**src/rtl/lb_bridge_pkg.sv**
```systemverilog
// lb_bridge_pkg: shared definitions for the krv32-to-local-bus bridge.
// Holds the FSM state encoding and the data pattern returned on a
// timed-out read (only produced when LB_BRIDGE_TIMEOUT_EN is defined).
package lb_bridge_pkg;

  // Bridge FSM states; the encoding is fixed so debug probes can decode it.
  typedef enum logic [1:0] {
    IDLE = 2'd0,
    WR   = 2'd1,
    RD   = 2'd2,
    ACK  = 2'd3
  } state_t;

  // Read data handed back to the core when a local-bus read never answers.
  localparam logic [31:0] LB_ERR_DATA = 32'hDEAD_BEEF;

endpackage : lb_bridge_pkg

```
**src/rtl/lb_bridge_if.sv**
```systemverilog
// lb_bridge_if: bundles the core-side memory port and the local-bus
// write/read channels that pass through lb_bridge.
//   slave  : the bridge's view (takes CPU requests, drives the local bus)
//   master : the surroundings' view (CPU plus peripheral together)
interface lb_bridge_if #(
  parameter int ADDR_W = 32,
  parameter int DATA_W = 32,
  parameter int STRB_W = DATA_W / 8
);

  // core-side memory port
  logic              mem_valid;
  logic [ADDR_W-1:0] mem_addr;
  logic [DATA_W-1:0] mem_wdata;
  logic [STRB_W-1:0] mem_wstrb;
  logic              mem_ready;
  logic [DATA_W-1:0] mem_rdata;

  // local-bus write channel
  logic [ADDR_W-1:0] waddr;
  logic [DATA_W-1:0] wdata;
  logic [STRB_W-1:0] wstrb;
  logic              wen;
  logic              wready;

  // local-bus read channel
  logic [ADDR_W-1:0] raddr;
  logic              ren;
  logic [DATA_W-1:0] rdata;
  logic              rvalid;

  // timeout indication, coincident with mem_ready
  logic              lb_err;

  modport slave (
    input  mem_valid, mem_addr, mem_wdata, mem_wstrb,
    output mem_ready, mem_rdata,
    output waddr, wdata, wstrb, wen,
    input  wready,
    output raddr, ren,
    input  rdata, rvalid,
    output lb_err
  );

  modport master (
    output mem_valid, mem_addr, mem_wdata, mem_wstrb,
    input  mem_ready, mem_rdata,
    input  waddr, wdata, wstrb, wen,
    output wready,
    input  raddr, ren,
    output rdata, rvalid,
    input  lb_err
  );

endinterface : lb_bridge_if

```
**src/rtl/lb_watchdog.sv**
```systemverilog
// lb_watchdog: wait-cycle counter for lb_bridge local-bus transfers.
// Only built when LB_BRIDGE_TIMEOUT_EN is defined; without that macro
// this file contributes no module and the bridge waits indefinitely.
// The counter sits at zero while the bridge is not waiting, so every
// transfer starts counting from zero. expired is high in the last
// permitted wait cycle (count == TIMEOUT_CYCLES-1).
`ifdef LB_BRIDGE_TIMEOUT_EN
module lb_watchdog #(
  parameter int TIMEOUT_CYCLES = 64
) (
  input  logic clk,
  input  logic rst,
  input  logic busy,
  output logic expired
);

  localparam int CNT_W = (TIMEOUT_CYCLES > 2) ? $clog2(TIMEOUT_CYCLES) : 1;
  localparam logic [CNT_W-1:0] LIMIT = CNT_W'(TIMEOUT_CYCLES - 1);

  logic [CNT_W-1:0] count_reg;

  // Count wait cycles while a transfer is outstanding, hold at zero otherwise.
  always_ff @(posedge clk or posedge rst) begin
    if (rst) begin
      count_reg <= '0;
    end else if (busy) begin
      count_reg <= count_reg + CNT_W'(1);
    end else begin
      count_reg <= '0;
    end
  end

  assign expired = busy && (count_reg == LIMIT);

endmodule : lb_watchdog
`endif

```
**src/rtl/lb_bridge.sv**
```systemverilog
// lb_bridge: krv32 native memory port to Corsair local bus.
// Each CPU access that hits the BASE_ADDR window becomes exactly one
// local-bus write (wstrb != 0) or read (wstrb == 0); misses are ignored.
// Every output is a flop; mem_ready is a single-cycle completion pulse.
// Optional feature: define LB_BRIDGE_TIMEOUT_EN to abandon a local-bus
// transfer after TIMEOUT_CYCLES wait cycles, completing it with lb_err=1
// (and LB_ERR_DATA as read data). Without it lb_err is tied low.
module lb_bridge
  import lb_bridge_pkg::*;
#(
  parameter int              ADDR_W         = 32,
  parameter int              DATA_W         = 32,
  parameter int              STRB_W         = DATA_W / 8,
  parameter logic [ADDR_W-1:0] BASE_ADDR    = 32'h4000_0000,
  parameter logic [ADDR_W-1:0] ADDR_MASK    = 32'h0000_00FF,
  parameter int              TIMEOUT_CYCLES = 64
) (
  input  logic        clk,
  input  logic        rst,
  lb_bridge_if.slave  bus
);

  state_t            state_reg;
  state_t            state_next;

  logic              hit;
  logic              is_write;
  logic              handshake;
  logic              expired;
  logic [ADDR_W-1:0] offset;

  logic [ADDR_W-1:0] waddr_reg;
  logic [DATA_W-1:0] wdata_reg;
  logic [STRB_W-1:0] wstrb_reg;
  logic [ADDR_W-1:0] raddr_reg;
  logic              wen_reg;
  logic              ren_reg;
  logic              mem_ready_reg;
  logic [DATA_W-1:0] mem_rdata_reg;

  assign hit       = bus.mem_valid && ((bus.mem_addr & ~ADDR_MASK) == BASE_ADDR);
  assign is_write  = (bus.mem_wstrb != '0);
  assign offset    = bus.mem_addr & ADDR_MASK;
  assign handshake = ((state_reg == WR) && bus.wready) ||
                     ((state_reg == RD) && bus.rvalid);

`ifdef LB_BRIDGE_TIMEOUT_EN
  logic busy;
  logic wd_expired;
  logic lb_err_reg;

  assign busy = (state_reg == WR) || (state_reg == RD);

  lb_watchdog #(
    .TIMEOUT_CYCLES (TIMEOUT_CYCLES)
  ) u_watchdog (
    .clk     (clk),
    .rst     (rst),
    .busy    (busy),
    .expired (wd_expired)
  );

  // A handshake landing in the expiry cycle completes normally.
  assign expired = wd_expired && !handshake;

  // Error flag rides along with the ACK entered through a timeout.
  always_ff @(posedge clk or posedge rst) begin
    if (rst) begin
      lb_err_reg <= 1'b0;
    end else begin
      lb_err_reg <= expired;
    end
  end

  assign bus.lb_err = lb_err_reg;
`else
  // Keeps the timeout parameter referenced in builds that have no counter.
  localparam int unused_timeout = TIMEOUT_CYCLES;

  assign expired    = 1'b0;
  assign bus.lb_err = 1'b0;
`endif

  // FSM state register.
  always_ff @(posedge clk or posedge rst) begin
    if (rst) begin
      state_reg <= IDLE;
    end else begin
      state_reg <= state_next;
    end
  end

  // Next-state logic: accept hits only in IDLE, leave WR/RD on handshake or expiry.
  always_comb begin
    state_next = state_reg;
    case (state_reg)
      IDLE: begin
        if (hit) begin
          state_next = is_write ? WR : RD;
        end
      end
      WR: begin
        if (bus.wready || expired) begin
          state_next = ACK;
        end
      end
      RD: begin
        if (bus.rvalid || expired) begin
          state_next = ACK;
        end
      end
      ACK: begin
        state_next = IDLE;
      end
      default: begin
        state_next = IDLE;
      end
    endcase
  end

  // Strobes are decoded from the next state so they line up with the state register.
  always_ff @(posedge clk or posedge rst) begin
    if (rst) begin
      wen_reg       <= 1'b0;
      ren_reg       <= 1'b0;
      mem_ready_reg <= 1'b0;
    end else begin
      wen_reg       <= (state_next == WR);
      ren_reg       <= (state_next == RD);
      mem_ready_reg <= (state_next == ACK);
    end
  end

  // Latch the request fields of an accepted hit; the unused channel keeps its address.
  always_ff @(posedge clk or posedge rst) begin
    if (rst) begin
      waddr_reg <= '0;
      wdata_reg <= '0;
      wstrb_reg <= '0;
      raddr_reg <= '0;
    end else if ((state_reg == IDLE) && hit) begin
      if (is_write) begin
        waddr_reg <= offset;
        wdata_reg <= bus.mem_wdata;
        wstrb_reg <= bus.mem_wstrb;
      end else begin
        raddr_reg <= offset;
      end
    end
  end

  // Read data: captured on rvalid, error pattern on read timeout, zero for write completions.
  always_ff @(posedge clk or posedge rst) begin
    if (rst) begin
      mem_rdata_reg <= '0;
    end else if ((state_reg == RD) && bus.rvalid) begin
      mem_rdata_reg <= bus.rdata;
    end else if ((state_reg == RD) && expired) begin
      mem_rdata_reg <= DATA_W'(LB_ERR_DATA);
    end else if ((state_reg == WR) && (state_next == ACK)) begin
      mem_rdata_reg <= '0;
    end
  end

  assign bus.waddr     = waddr_reg;
  assign bus.wdata     = wdata_reg;
  assign bus.wstrb     = wstrb_reg;
  assign bus.wen       = wen_reg;
  assign bus.raddr     = raddr_reg;
  assign bus.ren       = ren_reg;
  assign bus.mem_ready = mem_ready_reg;
  assign bus.mem_rdata = mem_rdata_reg;

endmodule : lb_bridge

```
**src/flat_wrapper.sv**
```systemverilog
// flat-port wrapper written by rule: the top's interface ports become plain ports
module lb_bridge_flat import lb_bridge_pkg::*;
#(
  parameter int              ADDR_W         = 32,
  parameter int              DATA_W         = 32,
  parameter int              STRB_W         = DATA_W / 8,
  parameter logic [ADDR_W-1:0] BASE_ADDR    = 32'h4000_0000,
  parameter logic [ADDR_W-1:0] ADDR_MASK    = 32'h0000_00FF,
  parameter int              TIMEOUT_CYCLES = 64
)
  (clk, rst, bus_mem_valid, bus_mem_addr, bus_mem_wdata, bus_mem_wstrb, bus_mem_ready, bus_mem_rdata, bus_waddr, bus_wdata, bus_wstrb, bus_wen, bus_wready, bus_raddr, bus_ren, bus_rdata, bus_rvalid, bus_lb_err);
  lb_bridge_if #(.ADDR_W(ADDR_W), .DATA_W(DATA_W), .STRB_W(STRB_W)) bus_i ();
  input  logic clk;
  input  logic rst;
  input wire logic [$bits(bus_i.mem_valid)-1:0] bus_mem_valid;
  input wire logic [$bits(bus_i.mem_addr)-1:0] bus_mem_addr;
  input wire logic [$bits(bus_i.mem_wdata)-1:0] bus_mem_wdata;
  input wire logic [$bits(bus_i.mem_wstrb)-1:0] bus_mem_wstrb;
  output wire logic [$bits(bus_i.mem_ready)-1:0] bus_mem_ready;
  output wire logic [$bits(bus_i.mem_rdata)-1:0] bus_mem_rdata;
  output wire logic [$bits(bus_i.waddr)-1:0] bus_waddr;
  output wire logic [$bits(bus_i.wdata)-1:0] bus_wdata;
  output wire logic [$bits(bus_i.wstrb)-1:0] bus_wstrb;
  output wire logic [$bits(bus_i.wen)-1:0] bus_wen;
  input wire logic [$bits(bus_i.wready)-1:0] bus_wready;
  output wire logic [$bits(bus_i.raddr)-1:0] bus_raddr;
  output wire logic [$bits(bus_i.ren)-1:0] bus_ren;
  input wire logic [$bits(bus_i.rdata)-1:0] bus_rdata;
  input wire logic [$bits(bus_i.rvalid)-1:0] bus_rvalid;
  output wire logic [$bits(bus_i.lb_err)-1:0] bus_lb_err;
  assign bus_i.mem_valid = bus_mem_valid;
  assign bus_i.mem_addr = bus_mem_addr;
  assign bus_i.mem_wdata = bus_mem_wdata;
  assign bus_i.mem_wstrb = bus_mem_wstrb;
  assign bus_mem_ready = bus_i.mem_ready;
  assign bus_mem_rdata = bus_i.mem_rdata;
  assign bus_waddr = bus_i.waddr;
  assign bus_wdata = bus_i.wdata;
  assign bus_wstrb = bus_i.wstrb;
  assign bus_wen = bus_i.wen;
  assign bus_i.wready = bus_wready;
  assign bus_raddr = bus_i.raddr;
  assign bus_ren = bus_i.ren;
  assign bus_i.rdata = bus_rdata;
  assign bus_i.rvalid = bus_rvalid;
  assign bus_lb_err = bus_i.lb_err;
  lb_bridge #(.ADDR_W(ADDR_W), .DATA_W(DATA_W), .STRB_W(STRB_W), .BASE_ADDR(BASE_ADDR), .ADDR_MASK(ADDR_MASK), .TIMEOUT_CYCLES(TIMEOUT_CYCLES)) u_core (.clk(clk), .rst(rst), .bus(bus_i));
endmodule
```
**config.mk**
```make
export PLATFORM = sky130hd
export DESIGN_NAME = lb_bridge_flat
export DESIGN_NICKNAME = d
export VERILOG_FILES = /design/src/rtl/lb_bridge_pkg.sv /design/src/rtl/lb_bridge_if.sv /design/src/rtl/lb_watchdog.sv /design/src/rtl/lb_bridge.sv /design/src/flat_wrapper.sv
export SDC_FILE = /design/constraint.sdc
export NUM_CORES = 1
export LEC_CHECK = 0
export CAP_MARGIN = 0
export CORE_MARGIN = 1.5
export CORE_UTILIZATION = 34
export CTS_CLUSTER_DIAMETER = 200
export DETAILED_ROUTE_END_ITERATION = 12
export GPL_TIMING_DRIVEN = 0
export PLACE_DENSITY_LB_ADDON = 0.15
export SYNTH_ARGS = -nofsm -noshare
export SYNTH_HDL_FRONTEND = slang
export SYNTH_HIERARCHICAL = 1
export SYNTH_SLANG_ARGS = --single-unit
```
**constraint.sdc**
```tcl
create_clock -name clk -period 2.8 [get_ports clk]
set_input_delay 0.7 -clock clk [delete_from_list [all_inputs] [get_ports clk]]
set_output_delay 0.7 -clock clk [all_outputs]
set_load 0.1 [all_outputs]
```
# After elaboration in Yosys (flattened, before gate mapping)

Index checks and enable logic that the tools add are counted.

Memories kept: 0
Bits in read-only memories: 0
RAM bits: 0
Logic and storage cells: 33
Bits of input ports: 105
Output and inout bits: 136
Latch bits: 0
Bits in registers: 89

Reduce and logical (&&, ||, !) cells: 9
Shifts and indexed selects: 0
Order comparisons: 0
Div/mod/pow operators: 0
Eq/ne operators: 7
Bitwise operators: 1
Multiplexer cells: 7
Multiply operators: 0
Add/sub/neg operators: 0

Operators with widths:

| kind                 | number |
|---|---|
| $mux 32              | 2 |
| $eq 24x23->1 const B | 1 |
| $eq 2x2->1 const B   | 4 |
| $mux 2               | 4 |
| $pmux 2 s4           | 1 |
| $eq 2x1->1 const B   | 2 |
| $logic_and 1x1->1    | 4 |
| $reduce_and 2->1     | 2 |
| $reduce_bool 4->1    | 1 |
| $logic_not 2->1      | 1 |
| $reduce_bool 2->1    | 1 |
| $not 1->1            | 1 |

# Logic depth before layout (Yosys ltp)

Depth in word-level cells: 8
Depth in mapped cells: 6

# Least setup slack after synthesis

Ideal clock, no wire load.

Path type: input to register
Start point: in bus_mem_addr[12]
End point: reg u_core.waddr_reg[0], in the netlist u_core/bus.waddr[0]
Arrival time: 2.246 ns
Buffers on the path: 1
Stages on the path: 5
Setup slack: 0.428 ns
Required time: 2.674 ns
Cell sequence: nor4_2 -> nand4_4 -> nor4_4 -> buf_6 -> mux2_4

Cells in the longest elaborated chain, start to end: 4

RTL lines:

| element                           | line               | RTL |
|---|---|---|
| start: declaration                | flat_wrapper.sv:16 | `input wire logic [$bits(bus_i.mem_addr)-1:0] bus_mem_addr;` |
| $eq 24x23->1                      | lb_bridge.sv:41    | `assign hit = bus.mem_valid && ((bus.mem_addr & ~ADDR_MASK) == BASE_ADDR);` |
| $logic_and 1x1->1                 | lb_bridge.sv:41    |  |
| $logic_and 1x1->1                 | lb_bridge.sv:141   | `end else if ((state_reg == IDLE) && hit) begin` |
| $reduce_and 2->1 (no source line) | --                 |  |
| end signal: assignment            | lb_bridge.sv:143   | `waddr_reg <= offset;` |
| end: declaration                  | lb_bridge.sv:32    | `logic [ADDR_W-1:0] waddr_reg;` |

Every way passes these cells.
A chain may end at the register's enable or synchronous reset.

# Worst setup path in the final report

Start point: in bus_mem_addr[29]
End point: reg u_core.wdata_reg[30], in the netlist u_core/bus.wdata[30]

Cells in the longest elaborated chain, start to end: 4

RTL lines:

| element                           | line             | RTL |
|---|---|---|
| $eq 24x23->1                      | lb_bridge.sv:41  |  |
| $logic_and 1x1->1                 | lb_bridge.sv:41  |  |
| $logic_and 1x1->1                 | lb_bridge.sv:141 |  |
| $reduce_and 2->1 (no source line) | --               |  |
| end signal: assignment            | lb_bridge.sv:144 | `wdata_reg <= bus.mem_wdata;` |
| end: declaration                  | lb_bridge.sv:33  | `logic [DATA_W-1:0] wdata_reg;` |

Every way passes these cells.

==> impl_metrics.ini <==
[placement]
hpwlAfterDp_um = 7502
dp_cells = 652
numPortBuffers = 191
routabilityCongestion = 0.7275

[yosys]
synth_edf_count = 0
synthArstFlopShare_pct = 100.0
netlist_top_cells_count = dfrtp_1 (89), buf_4 (49), mux2_4 (40)
synth.ff_latch_count = 89
synth_area_leader_cell = dfrtp_1
synth.most_common_cell = dfrtp_1
seq_area_frac_synth_pct = 56.33
synth_area_leaders = dfrtp_1 (56%), mux2_4 (15%), buf_4 (9.3%)
synth_area_sq_um = 3954
syn_inst = 268
synth_top_flop_cell = dfrtp_1
synth.top_cell.area_share_pct = 56.33
yosysWarnings = 6
avgSynthCellArea_sq_um = 14.75
synth_cell_types = 28

[routing]
firstDrtPassIters = 4
drt.antenna.violating_nets = 0
vias = 2904
first_iter_violations = 60
drt-total-wl_um = 9743
wl_per_cell_um = 14.56
drc = 0
vias_per_cell = 4.341

[clock_tree]
post_cts_resized = 0
cts_tree = built
cts_buffers = 9
cts_setup_buffers = 0
htreeDepth = 3
holdBufCountCts = 0
clkSinkCount = 89
clock_latency_ps = 330
cts_root_buffer = clkbuf_16
clk_pin_slew_ps = 60
clk_path_buf_depth = 2

[floorplanning]
core_region_area_sq_um = 11370
die_x_um = 110.8
start_util_pct = 34.77
die-area_sq_um = 12280
row_count = 39
fp.dieH_um = 110.8
io_pins = 241

[layout]
fin_nets = 626
fin_cells = 669
postLayoutCoreUtil_pct = 58.04
drive_gt1_share_pct = 25.10
n_antenna_cell = 0
syn_to_final_growth_pct = 66.90

[sta]
clock_skew_ps = 9.203
period_minus_slack_ps = 2576
max_slew_margin_pct = 31.00
fin_setup_tns_ps = 0
post-route-period-util_pct = 91.99
fmax_mhz = 388.3
rsz0062_at_grt = false
setup_viol = 0
finalHoldViolations = 0
worst_pin_slew_ps = 1032
maxSlewViolCount = 0

[worst_setup_path]
crit_type = in -> reg
start_kind = primary input
endpoint_kind = flip-flop
critPathBufInv = 3
path_cells = clkdlybuf4s50_1 > nor4b_1 > nand3_1 > nor4_4 > buf_4 > buf_6 > mux2_4
worst_ep_required_time_ps = 3010
path_delay_family = simple AND/OR/NAND/NOR gates
critPathSlowestCell = clkdlybuf4s50_1
startpoint = bus_mem_addr[29]
crit_fanout = 10
slowest_delay_ps = 410
r2r_start = u_core/state_reg[0]
cp_data_arrival_time_ps = 2790

[run]
drv_cap = 0

[run_status]
outcome = finished clean

[grt]
first_global_vias = 3054
grt_pass1_wl_um = 15550
overflow = 0
antenna_found_initial = 0
grt_start_max_net_pins = 42
track_usage_pct = 15.84

[pwr]
p_total_mw = 5.852
p_switching_mw = 2.801
p_int_mw = 3.051
irDropWorstVdd_mv = 0.8492
swShare_pct = 47.86
combPwrFrac_pct = 50.0
p_leak_nw = 3.075
power_density_nw_per_um2 = 886.8
clkPwrFrac_pct = 22.0
p_seq_share_pct = 28.0

[worst_hold_path]
min_from = u_core/bus.mem_rdata[1]
hold_class = reg -> reg
==> layout by cell type (no fill, tap or decap), drive strengths merged <==
master         netlist  routed
clkdlybuf4s50        0     191
dfrtp               89      89
buf                 53      56
mux2                50      50
conb                 1      49
a22o                32      32
clkbuf               8      20
nor4                 7       7
nor2                 5       5
a32o                 3       3
or4                  3       3
bufinv               0       2
clkinvlp             0       2
nand3                2       2
inv                  3       2
a21oi                2       2
nor4b                2       2
clkinv               0       1
nand4                1       1
or2                  1       1
nor3                 1       1
nand2                1       1
nor2b                1       1
a211o                1       1
o31a                 1       1
nand2b               1       1
==> routing by layer <==
| metal | wire length [um] | global-route usage (%) | vias to the layer above |
|---|---|---|---|
| met1 | 3803 | 18.49 | 1386 |
| met5 | 0 | 0 | - |
| met4 | 167 | 5.299 | 0 |
| met3 | 892 | 5.960 | 14 |
| li1 | - | - | 1373 |
| met2 | 4879 | 26.83 | 131 |
==> area by class of cell <==
class	instances	area (sq um)
repair buffers	194	1959
fillers	972	4771
plain buffers	61	442.9
flip-flops and latches	89	2227
clock buffers	12	246.5
multi-input cells	163	1453
inverters	3	15.01
well taps	143	178.9
clock inverters	4	76.32
==> metrics by stage <==
stage	area, sq um	hold WS [ps]	worst slack (ps)
final	6599	499.9	224.3
after global routing	6599	518.7	82.12
after global placement	6228	480.7	-292.7
after CTS	6591	504.3	40.24
after detailed placement	6269	480.4	-301.4
after floorplan	4138	487.4	428.1
==> power by group through the flow <==
| stage | logic [mW] | clock network, mW | registers, mW |
|---|---|---|---|
| after floorplan | 0.740 | 0 | 3.13 |
| after global placement | 2.91 | 0 | 1.65 |
| after detailed placement | 2.94 | 0 | 1.65 |
| after CTS | 2.94 | 1.33 | 1.64 |
| after global routing | 3.02 | 1.39 | 1.67 |
| final | 2.93 | 1.29 | 1.64 |
==> final timing paths <==
check                                            to  slack (ps)  cells past startpoint
max                            u_core/bus.wdata[30]         220                      7
min                         u_core/bus.mem_rdata[1]         500                      1
max reg2reg                     u_core/bus.raddr[7]         800                      4
min reg2reg                 u_core/bus.mem_rdata[1]         500                      1
max in group asynchronous  u_core/bus.mem_rdata[24]        1640                      3
min in group asynchronous       u_core/bus.wdata[0]         680                      2
==> kinds of logic (layout without fill, tap and decap cells) <==
group / Yosys count / after routing / synth area share (%)
compound gates: 39 / 39 / 8.576
buf+inv: 64 / 274 / 11.49
flops: 89 / 89 / 56.33
mux: 50 / 50 / 18.04
other cells: 1 / 49 / 0.09485
simple gates: 25 / 25 / 5.475
(Power assumes the default switching activity.)
==> edit 1, RTL diff (same settings) <==
Re-encode `state_t` (4 states) as Gray code, 2 bits wide.
--- a/src/rtl/lb_bridge_pkg.sv
+++ b/src/rtl/lb_bridge_pkg.sv
@@ -5,10 +5,10 @@
 
   // Bridge FSM states; the encoding is fixed so debug probes can decode it.
   typedef enum logic [1:0] {
-    IDLE = 2'd0,
-    WR   = 2'd1,
-    RD   = 2'd2,
-    ACK  = 2'd3
+    IDLE = 2'b00,
+    WR   = 2'b01,
+    RD   = 2'b11,
+    ACK  = 2'b10
   } state_t;
 
   // Read data handed back to the core when a local-bus read never answers.
Function: no difference found for any inputs over 10 cycles, from zero or initial values and one cycle with rst high; not proved beyond that.
==> edit 1 against the original RTL <==
Sequential cell count is the same. Worst setup slack lost 0.0023 ns. Worst hold slack is essentially flat. Area after synthesis shrank 0.47%. Final area shrank 0.80%. Utilization shrank 0.46 points. Wire length grew 2.2%. Highest routed layer unchanged.
Power is not compared: it rests on default switching activity, and its combinational part moved more than twofold at a synthesized area within 25%.
==> edit 1: results (changes against the original RTL) <==
The run finished with clean final reports. The average via count per standard cell is 4.323 (-0.40%). After synthesis, the cell types taking the most area are sky130_fd_sc_hd__dfrtp_1 57%, sky130_fd_sc_hd__mux2_4 18%, sky130_fd_sc_hd__buf_4 9.3%. Counting instances in the post-synthesis netlist gives the leading cell types as 89 x sky130_fd_sc_hd__dfrtp_1, 49 x sky130_fd_sc_hd__buf_4, 48 x sky130_fd_sc_hd__mux2_4, 34 x sky130_fd_sc_hd__a22o_1, 7 x sky130_fd_sc_hd__clkbuf_1. The complex-gate fraction of the synthesized area came to 8.299% (-0.28 points).

The part of the Yosys area used for sequential elements is 56.60% (+0.27 points). The number of nets in the layout is 620 (-0.96%). The number of CTS-inserted buffers is 9 (unchanged). The number of diodes added for antenna fixing came out at 0 (unchanged).

The Yosys warning count came out at 6 (unchanged). The number of antenna violations at the first check in global routing came to 0 (unchanged). The worst hold path cell count is 1 (unchanged).

The global-route wire length before repair came out at 16,460 um (+5.9%). The insertion delay of the later-clocked pin in the worst-skew pair is 0.33 ns (about the same). The overall global routing resource usage is 16.89% (+1.1 points). The number of non-filler instances in the completed layout is 662 (-1.0%). The fraction of the mapped netlist area in adder cells came out at 0% (unchanged). The post-detailed-placement half-perimeter wirelength is 7476 um (-0.34%). The instance area after placement is 0.006250 mm2 (-0.30%). The sum of routed wire length over all layers is 9962 um (+2.2%). The count of instances resized after the clock tree is built is 0 (unchanged). The number of DRC markers in iteration 0 is 64 (+6.7%). The via count of the first global-routing pass came to 3,089 (+1.1%). The number of cells on the worst reg-to-reg path was 5 (+1). The weighted congestion reported at the end of routability-driven placement came out at 0.7586 (+4.3%).

The relative slew slack is 31.59% (+0.60 points). The setup fix buffers added after clock tree synthesis came out at 0 (unchanged). The most frequent cell after synthesis is sky130_fd_sc_hd__dfrtp_1. The clock-pin slew on the worst setup and hold paths came out at 0.06 ns (about the same).

The class of the tightest hold or removal check is flop to flop. The share of layout cells above drive strength 1 came out at 24.08% (-1.0 points). The leakage dissipation came out at 3.076 nW. The highest net fanout along the worst path is 10 (unchanged).

The synthesized area per cell came out at 14.96 um2 (+1.4%). The instance count after placement with tap cells included came out at 647 (-0.77%). The largest net degree at the start of global routing is 41 (-2.4%). The largest vdd supply drop came out at 370.9 uV. The proportion of synthesized area in mux cells came out at 19.14% (+1.1 points). The first-pass detailed-route iteration total came out at 4 (unchanged).

The buffer levels on the longest clock path came out at 2 (unchanged). The level count of the clock H-tree is 3 (unchanged). In this run the clock root is driven by a sky130_fd_sc_hd__clkbuf_16. The xor/xnor share of the synthesized area was 0% (unchanged). The worst clock skew on the final layout is 0.004834 ns (-0.004370 ns).
[edit 1: per-layer routing]
layer | vias to the layer above | global-route usage [%] | share of wire (%) | routed length [um]
met5 | - | 0 | 0 | 0
met4 | 0 | 6.752 | 1.9 | 193
met3 | 15 | 5.104 | 7.5 | 743
met2 | 141 | 27.20 | 47 | 4700
met1 | 1367 | 21.29 | 43 | 4324
li1 | 1339 | - | - | -
[edit 1: where the power goes]
part | switching (mW) | internal, mW | leakage [nW] | total, mW
registers | 0.000000610 | 1.29 | 1.24 | 1.29
logic | 0.349 | 0.185 | 1.68 | 0.534
clock network | 0.467 | 0.732 | 0.148 | 1.20
[edit 1: kinds of logic after synthesis]
group	Yosys count
AOI/OAI and AO/OA	39
other	1
muxes	51
and+or+nand+nor	21
buffers and inverters	62
DFF	89
[edit 1: worst max-delay path, cell delays in order]
cell,delay (ns)
sky130_fd_sc_hd__clkdlybuf4s50_1,0.39
sky130_fd_sc_hd__nor4_1,0.37
sky130_fd_sc_hd__nand4_2,0.28
sky130_fd_sc_hd__nor3_4,0.47
sky130_fd_sc_hd__buf_6,0.25
sky130_fd_sc_hd__mux2_4,0.32
[edit 1: worst paths after layout]
| check | from | endpoint | slack, ns |
|---|---|---|---|
| max | bus_mem_addr[8] | u_core/bus.wdata[10]$_DFFE_PP0P_ | 0.22 |
| min | u_core/bus.mem_rdata[15]$_DFFE_PP0P_ | u_core/bus.mem_rdata[15]$_DFFE_PP0P_ | 0.50 |
| max reg2reg | u_core/state_reg[1]$_DFF_PP0_ | u_core/bus.wdata[10]$_DFFE_PP0P_ | 0.55 |
| min reg2reg | u_core/bus.mem_rdata[15]$_DFFE_PP0P_ | u_core/bus.mem_rdata[15]$_DFFE_PP0P_ | 0.50 |
| max in group asynchronous | rst | u_core/bus.wstrb[3]$_DFFE_PP0P_ | 1.64 |
| min in group asynchronous | rst | u_core/bus.wdata[16]$_DFFE_PP0P_ | 0.67 |
[edit 1: through the flow]
| stage | hold slack (ns) | worst slack (ns) | utilization [%] |
|---|---|---|---|
| after detailed placement | 0.4814 | -0.2045 | 54.97 |
| after floorplan | 0.5736 | 0.5495 | - |
| final | 0.4997 | 0.2221 | 57.58 |
| after global placement | 0.4720 | -0.1355 | 54.62 |
| after global routing | 0.5128 | 0.08114 | 57.58 |
| after CTS | 0.5004 | 0.1480 | 57.58 |
[edit 1: cell type report]
class	count	area, um2
fill	967	4823
timing repair buffer	193	1952
clock inverter	3	40.04
sequential	89	2227
clock buffer	12	256.5
inverter	2	11.26
buffer	60	439.2
multi-input combinational	160	1441
tap	143	178.9
==> edit 2, RTL diff (same flow settings) <==
Made on the original files. `ADDR_W` is set to 32 in 3 places; all go to 40.
--- a/src/rtl/lb_bridge_if.sv
+++ b/src/rtl/lb_bridge_if.sv
@@ -3,7 +3,7 @@
 //   slave  : the bridge's view (takes CPU requests, drives the local bus)
 //   master : the surroundings' view (CPU plus peripheral together)
 interface lb_bridge_if #(
-  parameter int ADDR_W = 32,
+  parameter int ADDR_W = 40,
   parameter int DATA_W = 32,
   parameter int STRB_W = DATA_W / 8
 );
--- a/src/rtl/lb_bridge.sv
+++ b/src/rtl/lb_bridge.sv
@@ -8,7 +8,7 @@
 module lb_bridge
   import lb_bridge_pkg::*;
 #(
-  parameter int              ADDR_W         = 32,
+  parameter int              ADDR_W         = 40,
   parameter int              DATA_W         = 32,
   parameter int              STRB_W         = DATA_W / 8,
   parameter logic [ADDR_W-1:0] BASE_ADDR    = 32'h4000_0000,
--- a/src/flat_wrapper.sv
+++ b/src/flat_wrapper.sv
@@ -1,7 +1,7 @@
 // flat-port wrapper written by rule: the top's interface ports become plain ports
 module lb_bridge_flat import lb_bridge_pkg::*;
 #(
-  parameter int              ADDR_W         = 32,
+  parameter int              ADDR_W         = 40,
   parameter int              DATA_W         = 32,
   parameter int              STRB_W         = DATA_W / 8,
   parameter logic [ADDR_W-1:0] BASE_ADDR    = 32'h4000_0000,
Interface: changed (resized bus_mem_addr, bus_raddr and bus_waddr); port bits go from 241 to 265. The function was not compared with the original's and may differ.
==> edit 2 against the original RTL <==
Largest power group unchanged. Sequential share of layout area decreased by 1.5 points. Largest cell class unchanged. Critical endpoint is now bus_mem_rdata[22]. Worst setup slack got worse by 0.0068 ns. Count of clock-buffer cells in the layout decreased by 2. Non-clock buffer count increased by 27. Area after synthesis increased by 4.9%. Sequential cell count unchanged. Wire length increased by 6.1%. Clock skew decreased by 0.0053 ns. Global-route usage about the same. Final area increased by 4.8%. Total power increased by 2.4%.
==> edit 2: results (changes against the original RTL) <==
The flow ran to the end, and the final reports show no timing, DRC or antenna violations. After synthesis, the cell types taking the most area are sky130_fd_sc_hd__dfrtp_1 54%, sky130_fd_sc_hd__mux2_4 14%, sky130_fd_sc_hd__buf_4 12%. The dominant delay contributor by cell family on the critical path is buffers and inverters. The number of DRC markers in iteration 0 is 79 (+32%). The routing usage on met1 is 20.06% (+1.6 points).

The leakage dissipation came to 3.287 nW (+6.9%). The number of input and output port buffers inserted is 199 (+4.2%). The relative contribution of sequential cells to total power came out at 27.4% (-0.6 points).

The met3 capacity usage during global routing came out at 4.198% (-1.8 points). The share of layout cells above drive strength 1 came out at 26.53% (+1.4 points). The slack of the worst reg-to-reg path came to 0.93 ns (+0.13 ns). The proportion of synthesized area in mux cells is 17.73% (-0.31 points). The number of fill cells in the layout is 1,029 (+5.9%). After synthesis, the most frequently instantiated cells are 89 x sky130_fd_sc_hd__dfrtp_1, 67 x sky130_fd_sc_hd__buf_4, 40 x sky130_fd_sc_hd__mux2_4, 32 x sky130_fd_sc_hd__a22o_1, 12 x sky130_fd_sc_hd__mux2_2. In this run the critical register-to-register path is launched from u_core/state_reg[1]$_DFF_PP0_. The met1 layer wirelength in the final routing was 4319 um (+14%). The post-detailed-placement half-perimeter wirelength came to 8012 um (+6.8%).

The source of the worst hold timing path is u_core/bus.mem_rdata[12]$_DFFE_PP0P_. The endpoint identified for the worst register-to-register timing path is u_core/bus.mem_rdata[20]$_DFFE_PP0P_. The fraction of post-synthesis cell area in the top cell type by area came out at 53.68% (-2.6 points).

The instance count after placement with tap cells included was 704 (+8.0%). The relative slew slack is 31.77% (+0.77 points). The global-route track usage on met2 came out at 26.59% (-0.24 points). The detailed-routed wire length on met2 is 5112 um (+4.8%). The number of cells on the worst reg-to-reg path came out at 6 (+2).

The switching power came out at 2.984 mW (+6.5%). The via total after detailed routing was 3,068 (+5.6%). The largest net degree at the start of global routing is 44 (+4.8%). The weighted congestion reported at the end of routability-driven placement is 0.7120 (-2.1%). The arrival time of the worst setup path is 1.88 ns (-0.91 ns).

The setup fix buffers added after clock tree synthesis came out at 0 (unchanged). The path with the worst hold slack has its endpoint at u_core/bus.mem_rdata[12]$_DFFE_PP0P_. The final routed wire length divided by cell count is 14.36 um (-1.4%). The worst hold margin came out at 0.5015 ns (+0.001601 ns). The count of mapped cells out of synthesis came out at 292 (+9.0%). The delay of the slowest critical-path stage came out at 1.17 ns (+0.76 ns).

The complex-gate fraction of the synthesized area came to 7.419% (-1.2 points). The part of the total power dissipated in the clock network is 20.4% (-1.6 points). The count of different cell masters after synthesis came out at 27 (-3.6%).

The worst clock skew on the final layout came out at 0.003866 ns (-0.005337 ns). The overall global routing resource usage was 15.83% (about the same).
-- edit 2: cell type report --
cell class / instances / area share, %
flip-flops and latches: 89 / 32.22
clock buffers: 10 / 3.457
clock inverters: 6 / 0.9412
repair buffers: 201 / 29.39
well taps: 147 / 2.661
plain buffers: 81 / 9.285
multi-input cells: 184 / 21.88
inverters: 2 / 0.1629
-- edit 2: worst max path at each step --
stage,start,endpoint,slack (ns)
finish,u_core/bus.mem_rdata[22]$_DFFE_PP0P_,bus_mem_rdata[22],0.22
CTS,u_core/bus.mem_rdata[22]$_DFFE_PP0P_,bus_mem_rdata[22],0.19
detailed placement,bus_mem_addr[11],u_core/bus.waddr[7]$_DFFE_PP0P_,-0.05
floorplan,bus_mem_addr[12],u_core/bus.waddr[0]$_DFFE_PP0P_,0.61
global route,u_core/bus.mem_rdata[22]$_DFFE_PP0P_,bus_mem_rdata[22],0.19
global placement,bus_mem_addr[11],u_core/bus.wdata[28]$_DFFE_PP0P_,-0.07
